===== src/rtl/calc_input_sequencer.sv =====
// calc_input_sequencer: synchronizes switches/buttons and steps the X -> Y -> M -> READY entry sequence.
// Optional macro DEBOUNCE_EN adds per-button debounce counters (DEBOUNCE_CYCLES stable cycles).
module calc_input_sequencer #(
    parameter int unsigned DEBOUNCE_CYCLES = 1000000,
    parameter int unsigned SYNC_STAGES     = 2
) (
    input  logic       clock_100Mhz,
    input  logic       reset,
    input  logic [3:0] sw,
    input  logic       btn_enter,
    input  logic       btn_clear,
    output logic [3:0] X,
    output logic [3:0] Y,
    output logic [3:0] M,
    output logic       Control,
    output logic [1:0] stage
);
    localparam int unsigned SW_W  = 4;
    localparam int unsigned N_BTN = 2;

    typedef enum logic [1:0] {
        GET_X = 2'b00,
        GET_Y = 2'b01,
        GET_M = 2'b10,
        READY = 2'b11
    } state_t;

    logic [SW_W-1:0]        sw_sync_q [SYNC_STAGES];
    logic [SYNC_STAGES-1:0] ent_sync_q;
    logic [SYNC_STAGES-1:0] clr_sync_q;
    logic [SW_W-1:0]        sw_s;
    logic [N_BTN-1:0]       btn_s;
    logic [N_BTN-1:0]       db_lvl;
    logic [N_BTN-1:0]       db_prev_q;
    logic [N_BTN-1:0]       pulse;

    state_t          state_q, state_d;
    logic [SW_W-1:0] x_q, x_d, y_q, y_d, m_q, m_d;
    logic            control_q, control_d;

    // Input synchronizers
    always_ff @(posedge clock_100Mhz or negedge reset) begin
        if (!reset) begin
            for (int i = 0; i < SYNC_STAGES; i++) sw_sync_q[i] <= '0;
            ent_sync_q <= '0;
            clr_sync_q <= '0;
        end else begin
            sw_sync_q[0]  <= sw;
            ent_sync_q[0] <= btn_enter;
            clr_sync_q[0] <= btn_clear;
            for (int i = 1; i < SYNC_STAGES; i++) begin
                sw_sync_q[i]  <= sw_sync_q[i-1];
                ent_sync_q[i] <= ent_sync_q[i-1];
                clr_sync_q[i] <= clr_sync_q[i-1];
            end
        end
    end

    assign sw_s  = sw_sync_q[SYNC_STAGES-1];
    assign btn_s = {clr_sync_q[SYNC_STAGES-1], ent_sync_q[SYNC_STAGES-1]};

`ifdef DEBOUNCE_EN
    localparam int unsigned      CNT_W   = $clog2(DEBOUNCE_CYCLES + 1);
    localparam logic [CNT_W-1:0] CNT_MAX = CNT_W'(DEBOUNCE_CYCLES);

    logic [N_BTN-1:0] db_q;
    logic [CNT_W-1:0] cnt_q   [N_BTN];
    logic [CNT_W-1:0] cnt_inc [N_BTN];

    always_comb begin
        for (int b = 0; b < N_BTN; b++)
            cnt_inc[b] = (cnt_q[b] == CNT_MAX) ? cnt_q[b] : cnt_q[b] + CNT_W'(1);
    end

    // Level flips only after CNT_MAX consecutive differing cycles; any reversion restarts the count
    always_ff @(posedge clock_100Mhz or negedge reset) begin
        if (!reset) begin
            db_q <= '0;
            for (int b = 0; b < N_BTN; b++) cnt_q[b] <= '0;
        end else begin
            for (int b = 0; b < N_BTN; b++) begin
                if (btn_s[b] == db_q[b]) begin
                    cnt_q[b] <= '0;
                end else if (cnt_inc[b] == CNT_MAX) begin
                    db_q[b]  <= btn_s[b];
                    cnt_q[b] <= '0;
                end else begin
                    cnt_q[b] <= cnt_inc[b];
                end
            end
        end
    end

    assign db_lvl = db_q;
`else
    assign db_lvl = btn_s;
`endif

    // Rising-edge detect: bit 0 is enter, bit 1 is clear
    always_ff @(posedge clock_100Mhz or negedge reset) begin
        if (!reset) db_prev_q <= '0;
        else        db_prev_q <= db_lvl;
    end

    assign pulse = db_lvl & ~db_prev_q;

    always_ff @(posedge clock_100Mhz or negedge reset) begin
        if (!reset) begin
            state_q   <= GET_X;
            x_q       <= '0;
            y_q       <= '0;
            m_q       <= '0;
            control_q <= 1'b0;
        end else begin
            state_q   <= state_d;
            x_q       <= x_d;
            y_q       <= y_d;
            m_q       <= m_d;
            control_q <= control_d;
        end
    end

    // Clear wins over a coincident enter
    always_comb begin
        state_d = state_q;
        x_d     = x_q;
        y_d     = y_q;
        m_d     = m_q;
        if (pulse[1]) begin
            state_d = GET_X;
            x_d     = '0;
            y_d     = '0;
            m_d     = '0;
        end else if (pulse[0]) begin
            case (state_q)
                GET_X: begin x_d = sw_s; state_d = GET_Y; end
                GET_Y: begin y_d = sw_s; state_d = GET_M; end
                GET_M: begin m_d = sw_s; state_d = READY; end
                READY: state_d = GET_X;
                default: state_d = GET_X;
            endcase
        end
        control_d = (state_d == READY);
    end

    assign X       = x_q;
    assign Y       = y_q;
    assign M       = m_q;
    assign Control = control_q;
    assign stage   = state_q;
endmodule


===== config.mk =====
export PLATFORM = sky130hd
export DESIGN_NAME = calc_input_sequencer
export DESIGN_NICKNAME = d
export VERILOG_FILES = /design/src/rtl/calc_input_sequencer.sv
export SDC_FILE = /design/constraint.sdc
export NUM_CORES = 1
export LEC_CHECK = 0
export CAP_MARGIN = 30
export CELL_PAD_IN_SITES_DETAIL_PLACEMENT = 0
export CELL_PAD_IN_SITES_GLOBAL_PLACEMENT = 1
export CORE_UTILIZATION = 41
export CTS_BUF_LIST = sky130_fd_sc_hd__clkbuf_4
export CTS_CLUSTER_DIAMETER = 30
export DETAILED_ROUTE_END_ITERATION = 10
export PLACE_DENSITY_LB_ADDON = 0.1
export SYNTH_ARGS = -nofsm -noshare
export SYNTH_HDL_FRONTEND = slang
export SYNTH_SLANG_ARGS = --single-unit
export TNS_END_PERCENT = 10

===== constraint.sdc =====
create_clock -name clock_100Mhz -period 1.5 [get_ports clock_100Mhz]
set_input_delay 0.3 -clock clock_100Mhz [delete_from_list [all_inputs] [get_ports clock_100Mhz]]
set_output_delay 0.3 -clock clock_100Mhz [all_outputs]
set_load 0.05 [all_outputs]

==> impl_metrics.prom <==
# TYPE chip_impl_metric gauge
chip_impl_info{name="outcome",value="complete, no violations"} 1
chip_impl_metric{name="power.share.clock",unit="%"} 22.7
chip_impl_info{name="cp-start-kind",value="flip-flop"} 1
chip_impl_metric{name="initial_core_utilization",unit="%"} 45.5
chip_impl_metric{name="netlist-cell-type-count",unit=""} 17
chip_impl_metric{name="worstMarginPinSlew",unit="ns"} 0.353
chip_impl_metric{name="fp.coreArea",unit="um^2"} 2300
chip_impl_metric{name="detail-route-antenna-nets",unit=""} 0
chip_impl_metric{name="max_cap_violations",unit=""} 0
chip_impl_metric{name="synth_area_per_cell",unit="um^2"} 13.2
chip_impl_metric{name="synthesis.instances",unit=""} 79
chip_impl_metric{name="gp_congestion",unit=""} 0.694
chip_impl_metric{name="finalPower",unit="mW"} 1.81
chip_impl_metric{name="max_clock_freq",unit="MHz"} 713
chip_impl_metric{name="chipHeight",unit="um"} 52.5
chip_impl_metric{name="sw_pwr",unit="mW"} 0.547
chip_impl_metric{name="share_of_the_clock_period_used_by_the_worst_path",unit="%"} 93.6
chip_impl_info{name="path_cells",value="inv_1, ha_1, nand3b_1, nand3_1, o21ai_1"} 1
chip_impl_info{name="path_delay_family",value="flip-flops"} 1
chip_impl_info{name="timing.critical_path.slowest_stage_cell",value="sky130_fd_sc_hd__dfrtp_2"} 1
chip_impl_metric{name="cp_arrival",unit="ns"} 1.57
chip_impl_metric{name="place.port_buffers",unit=""} 22
chip_impl_metric{name="postCtsHoldBufs",unit=""} 0
chip_impl_info{name="grt_setup_unrepaired",value="no"} 1
chip_impl_metric{name="power.internal",unit="mW"} 1.26
chip_impl_metric{name="post_cts_resize_count",unit=""} 0
chip_impl_metric{name="seqPwrFrac",unit="%"} 50.3
chip_impl_metric{name="critPathBufInv",unit=""} 1
chip_impl_metric{name="portion_of_the_post_synthesis_area_used_by_sequential_elements",unit="%"} 69.4
chip_impl_metric{name="worst-path-max-fanout",unit=""} 8
chip_impl_metric{name="postSynth.asyncResetShare",unit="%"} 100
chip_impl_metric{name="clock_tree.buffer_depth",unit=""} 2
chip_impl_info{name="element_type_at_the_critical_path_end",value="flip-flop"} 1
chip_impl_metric{name="detail_route.wirelength",unit="um"} 1700
chip_impl_info{name="netlist_top_cells_count",value="29 x sky130_fd_sc_hd__dfrtp_1, 13 x sky130_fd_sc_hd__nand3_1, 8 x sky130_fd_sc_hd__o21ai_0"} 1
chip_impl_metric{name="power_density",unit="nW/um^2"} 1210
chip_impl_metric{name="total_number_of_yosys_warnings",unit=""} 0
chip_impl_metric{name="design.final.nets",unit=""} 119
chip_impl_metric{name="rows",unit=""} 17
chip_impl_metric{name="number_of_placed_instances_taps_included",unit=""} 128
chip_impl_metric{name="avgRoutedWirePerCell",unit="um"} 12.6
chip_impl_metric{name="skew",unit="ns"} 0.0118
chip_impl_metric{name="final_hold_viol_count",unit=""} 0
chip_impl_metric{name="cpPeakStageDelay",unit="ns"} 0.46
chip_impl_metric{name="maxSlewHeadroom",unit="%"} 76.4
chip_impl_metric{name="required_arrival_time_at_the_worst_endpoint",unit="ns"} 1.67
chip_impl_metric{name="post-cts-setup-buffers",unit=""} 0
chip_impl_metric{name="multi_input_area",unit="um^2"} 293
chip_impl_info{name="cell_with_the_most_instances_after_synthesis",value="sky130_fd_sc_hd__dfrtp_1"} 1
chip_impl_metric{name="grt_use_total",unit="%"} 15.1
chip_impl_metric{name="top_level_ports",unit=""} 23
chip_impl_metric{name="reg2reg_setup_slack",unit="ns"} 0.1
chip_impl_metric{name="drt_pass1_iterations",unit=""} 4
chip_impl_metric{name="largest_net_degree_at_the_start_of_global_routing",unit=""} 30
chip_impl_metric{name="drc_errors",unit=""} 0
chip_impl_metric{name="postSynthNetCount",unit=""} 91
chip_impl_metric{name="period_needed",unit="ns"} 1.40
chip_impl_metric{name="antenna-diode-count",unit=""} 0
chip_impl_metric{name="sw_frac_of_total",unit="%"} 30.3
chip_impl_metric{name="latest_clock_arrival_within_the_worst_skew_pair",unit="ns"} 0.30
chip_impl_metric{name="via_density_per_instance",unit=""} 5.01
chip_impl_metric{name="grt_antenna_before_repair",unit=""} 0
chip_impl_info{name="worst-setup-path-type",value="reg -> reg"} 1
chip_impl_metric{name="syn_area",unit="um^2"} 1050
chip_impl_metric{name="regArea",unit="um^2"} 727
chip_impl_metric{name="synth.top_cell.area_share",unit="%"} 69.4
chip_impl_info{name="synth_flop_cell",value="sky130_fd_sc_hd__dfrtp_1"} 1
chip_impl_info{name="min_path_type",value="reg -> reg"} 1
chip_impl_metric{name="largest_voltage_drop_on_the_vdd_net",unit="V"} 0.000753
chip_impl_metric{name="timing.final.setup_violations",unit=""} 0
chip_impl_metric{name="power_frac_comb",unit="%"} 27.0
chip_impl_metric{name="globalRouteOverflowTotal",unit=""} 0
chip_impl_metric{name="global_route_wire_length_before_repair",unit="um"} 2850
chip_impl_metric{name="final_layout_size_suffix_gt1_share",unit="%"} 26.2
chip_impl_info{name="yosysTopAreaCell",value="sky130_fd_sc_hd__dfrtp_1"} 1
chip_impl_metric{name="clk_pin_slew",unit="ns"} 0.09
chip_impl_metric{name="dieArea",unit="um^2"} 2760
chip_impl_metric{name="syn_to_final_growth",unit="%"} 42.3
chip_impl_metric{name="drt-initial-drc-count",unit=""} 9
chip_impl_info{name="clk_root_buffer_cell",value="sky130_fd_sc_hd__clkbuf_4"} 1
chip_impl_metric{name="vias_in_the_first_global_route",unit=""} 603
chip_impl_metric{name="clock_buffers_created_by_tritoncts",unit=""} 5
chip_impl_metric{name="timing.final.max_slew_violations",unit=""} 0
chip_impl_metric{name="vias_post_dr",unit=""} 676
chip_impl_metric{name="cts_num_sinks",unit=""} 29
chip_impl_metric{name="die_x",unit="um"} 52.5
chip_impl_metric{name="finalNonFillerCells",unit=""} 135
chip_impl_metric{name="h-tree-depth",unit=""} 2
chip_impl_info{name="cts_tree",value="built"} 1
chip_impl_metric{name="power.leakage",unit="nW"} 0.658
chip_impl_metric{name="synth_enable_flop_cells",unit=""} 0
chip_impl_metric{name="timing.setup.tns",unit="ns"} 0
chip_impl_info{name="yosys-top-cells-area",value="sky130_fd_sc_hd__dfrtp_1 69%, sky130_fd_sc_hd__nand3_1 6.2%, sky130_fd_sc_hd__ha_1 4.8%"} 1
chip_impl_metric{name="fill_cells",unit=""} 180
chip_impl_metric{name="post-route-util",unit="%"} 64.8
chip_impl_metric{name="synth.ff_latch_count",unit=""} 29
==> routing by layer <==
layer  up-vias  global-route usage, %  part of all wire (%)
met5         -                      0                     0
met1       328                   20.3                    46
met4         0                   3.95                  0.53
li1        326                      -                     -
met3         2                   6.09                   4.7
met2        20                   22.8                    48
==> cells by family after synthesis <==
logic type               after synthesis  share of synthesized area, %
AO/OA/AOI/OAI                         15                          8.97
adder cells (fa/ha/maj)                4                          4.78
buffers and inverters                  4                          2.87
flip-flops                            29                          69.4
AND/OR/NAND/NOR                       27                          14.0
==> state kept, by name, indices dropped and copies added, names as in the netlist <==
register / count
M: 4
Y: 4
stage: 2
clr_sync_q: 2
X: 4
ent_sync_q: 2
sw_s: 4
Control: 1
db_prev_q: 2
sw_sync_q: 4
==> worst reg2reg max path: stages, from the launching register on <==
cell	delay [ns]
sky130_fd_sc_hd__dfrtp_2	0.46
sky130_fd_sc_hd__inv_1	0.13
sky130_fd_sc_hd__ha_1	0.19
sky130_fd_sc_hd__nand3b_1	0.24
sky130_fd_sc_hd__nand3_1	0.17
sky130_fd_sc_hd__o21ai_1	0.08
==> power groups by stage <==
stage	Sequential, mW	Combinational [mW]	Clock [mW]
finish	0.908	0.488	0.410
global route	0.917	0.522	0.471
CTS	0.907	0.494	0.431
detailed placement	0.923	0.493	0
global placement	0.918	0.489	0
floorplan	1.05	0.102	0
==> worst paths after layout <==
path / depth (start not counted) / end / start
max: 5 / M[1]$_DFFE_PN0P_ / stage[0]$_DFF_PN0_
min: 0 / ent_sync_q[1]$_DFF_PN0_ / ent_sync_q[0]$_DFF_PN0_
max reg2reg: 5 / M[1]$_DFFE_PN0P_ / stage[0]$_DFF_PN0_
min reg2reg: 0 / ent_sync_q[1]$_DFF_PN0_ / ent_sync_q[0]$_DFF_PN0_
max in group asynchronous: 2 / stage[0]$_DFF_PN0_ / reset
min in group asynchronous: 2 / Control$_DFF_PN0_ / reset
==> through the flow <==
step,instance area (um^2),hold slack [ns],worst slack [ns]
4_1_cts,1490,0.353,0.0468
6_report,1490,0.352,0.0967
2_1_floorplan,1050,0.00441,0.00619
3_5_place_dp,1440,0.335,0.0745
3_3_place_gp,1440,0.333,0.148
5_1_grt,1490,0.357,0.00760
==> layout make-up <==
cell class              count  share of cell area [%]
flip-flops and latches     29                    48.8
repair buffers             23                    25.4
multi-input cells          46                    19.7
clock buffers               6                    3.03
well taps                  28                    2.35
inverters                   2                   0.504
clock inverters             1                   0.252
==> cells in the final DEF (no fill, tap or decap) <==
| cell | n |
|---|---|
| sky130_fd_sc_hd__inv_1 | 2 |
| sky130_fd_sc_hd__o32ai_2 | 1 |
| sky130_fd_sc_hd__ha_1 | 4 |
| sky130_fd_sc_hd__nand3_1 | 13 |
| sky130_fd_sc_hd__nand2_1 | 4 |
| sky130_fd_sc_hd__and2b_4 | 1 |
| sky130_fd_sc_hd__buf_4 | 1 |
| sky130_fd_sc_hd__a21oi_1 | 1 |
| sky130_fd_sc_hd__and2b_1 | 1 |
| sky130_fd_sc_hd__buf_12 | 15 |
| sky130_fd_sc_hd__nor2_1 | 2 |
| sky130_fd_sc_hd__nand2b_1 | 1 |
| sky130_fd_sc_hd__o21ai_1 | 4 |
| sky130_fd_sc_hd__nand2b_2 | 1 |
| sky130_fd_sc_hd__clkbuf_4 | 6 |
| sky130_fd_sc_hd__nand3b_1 | 3 |
| sky130_fd_sc_hd__dfrtp_1 | 28 |
| sky130_fd_sc_hd__o21ai_0 | 8 |
| sky130_fd_sc_hd__clkdlybuf4s50_1 | 7 |
| sky130_fd_sc_hd__clkinv_1 | 1 |
| sky130_fd_sc_hd__a211oi_2 | 1 |
| sky130_fd_sc_hd__dfrtp_2 | 1 |
| sky130_fd_sc_hd__nand2_2 | 1 |
Power figures use the tool's default switching activity.
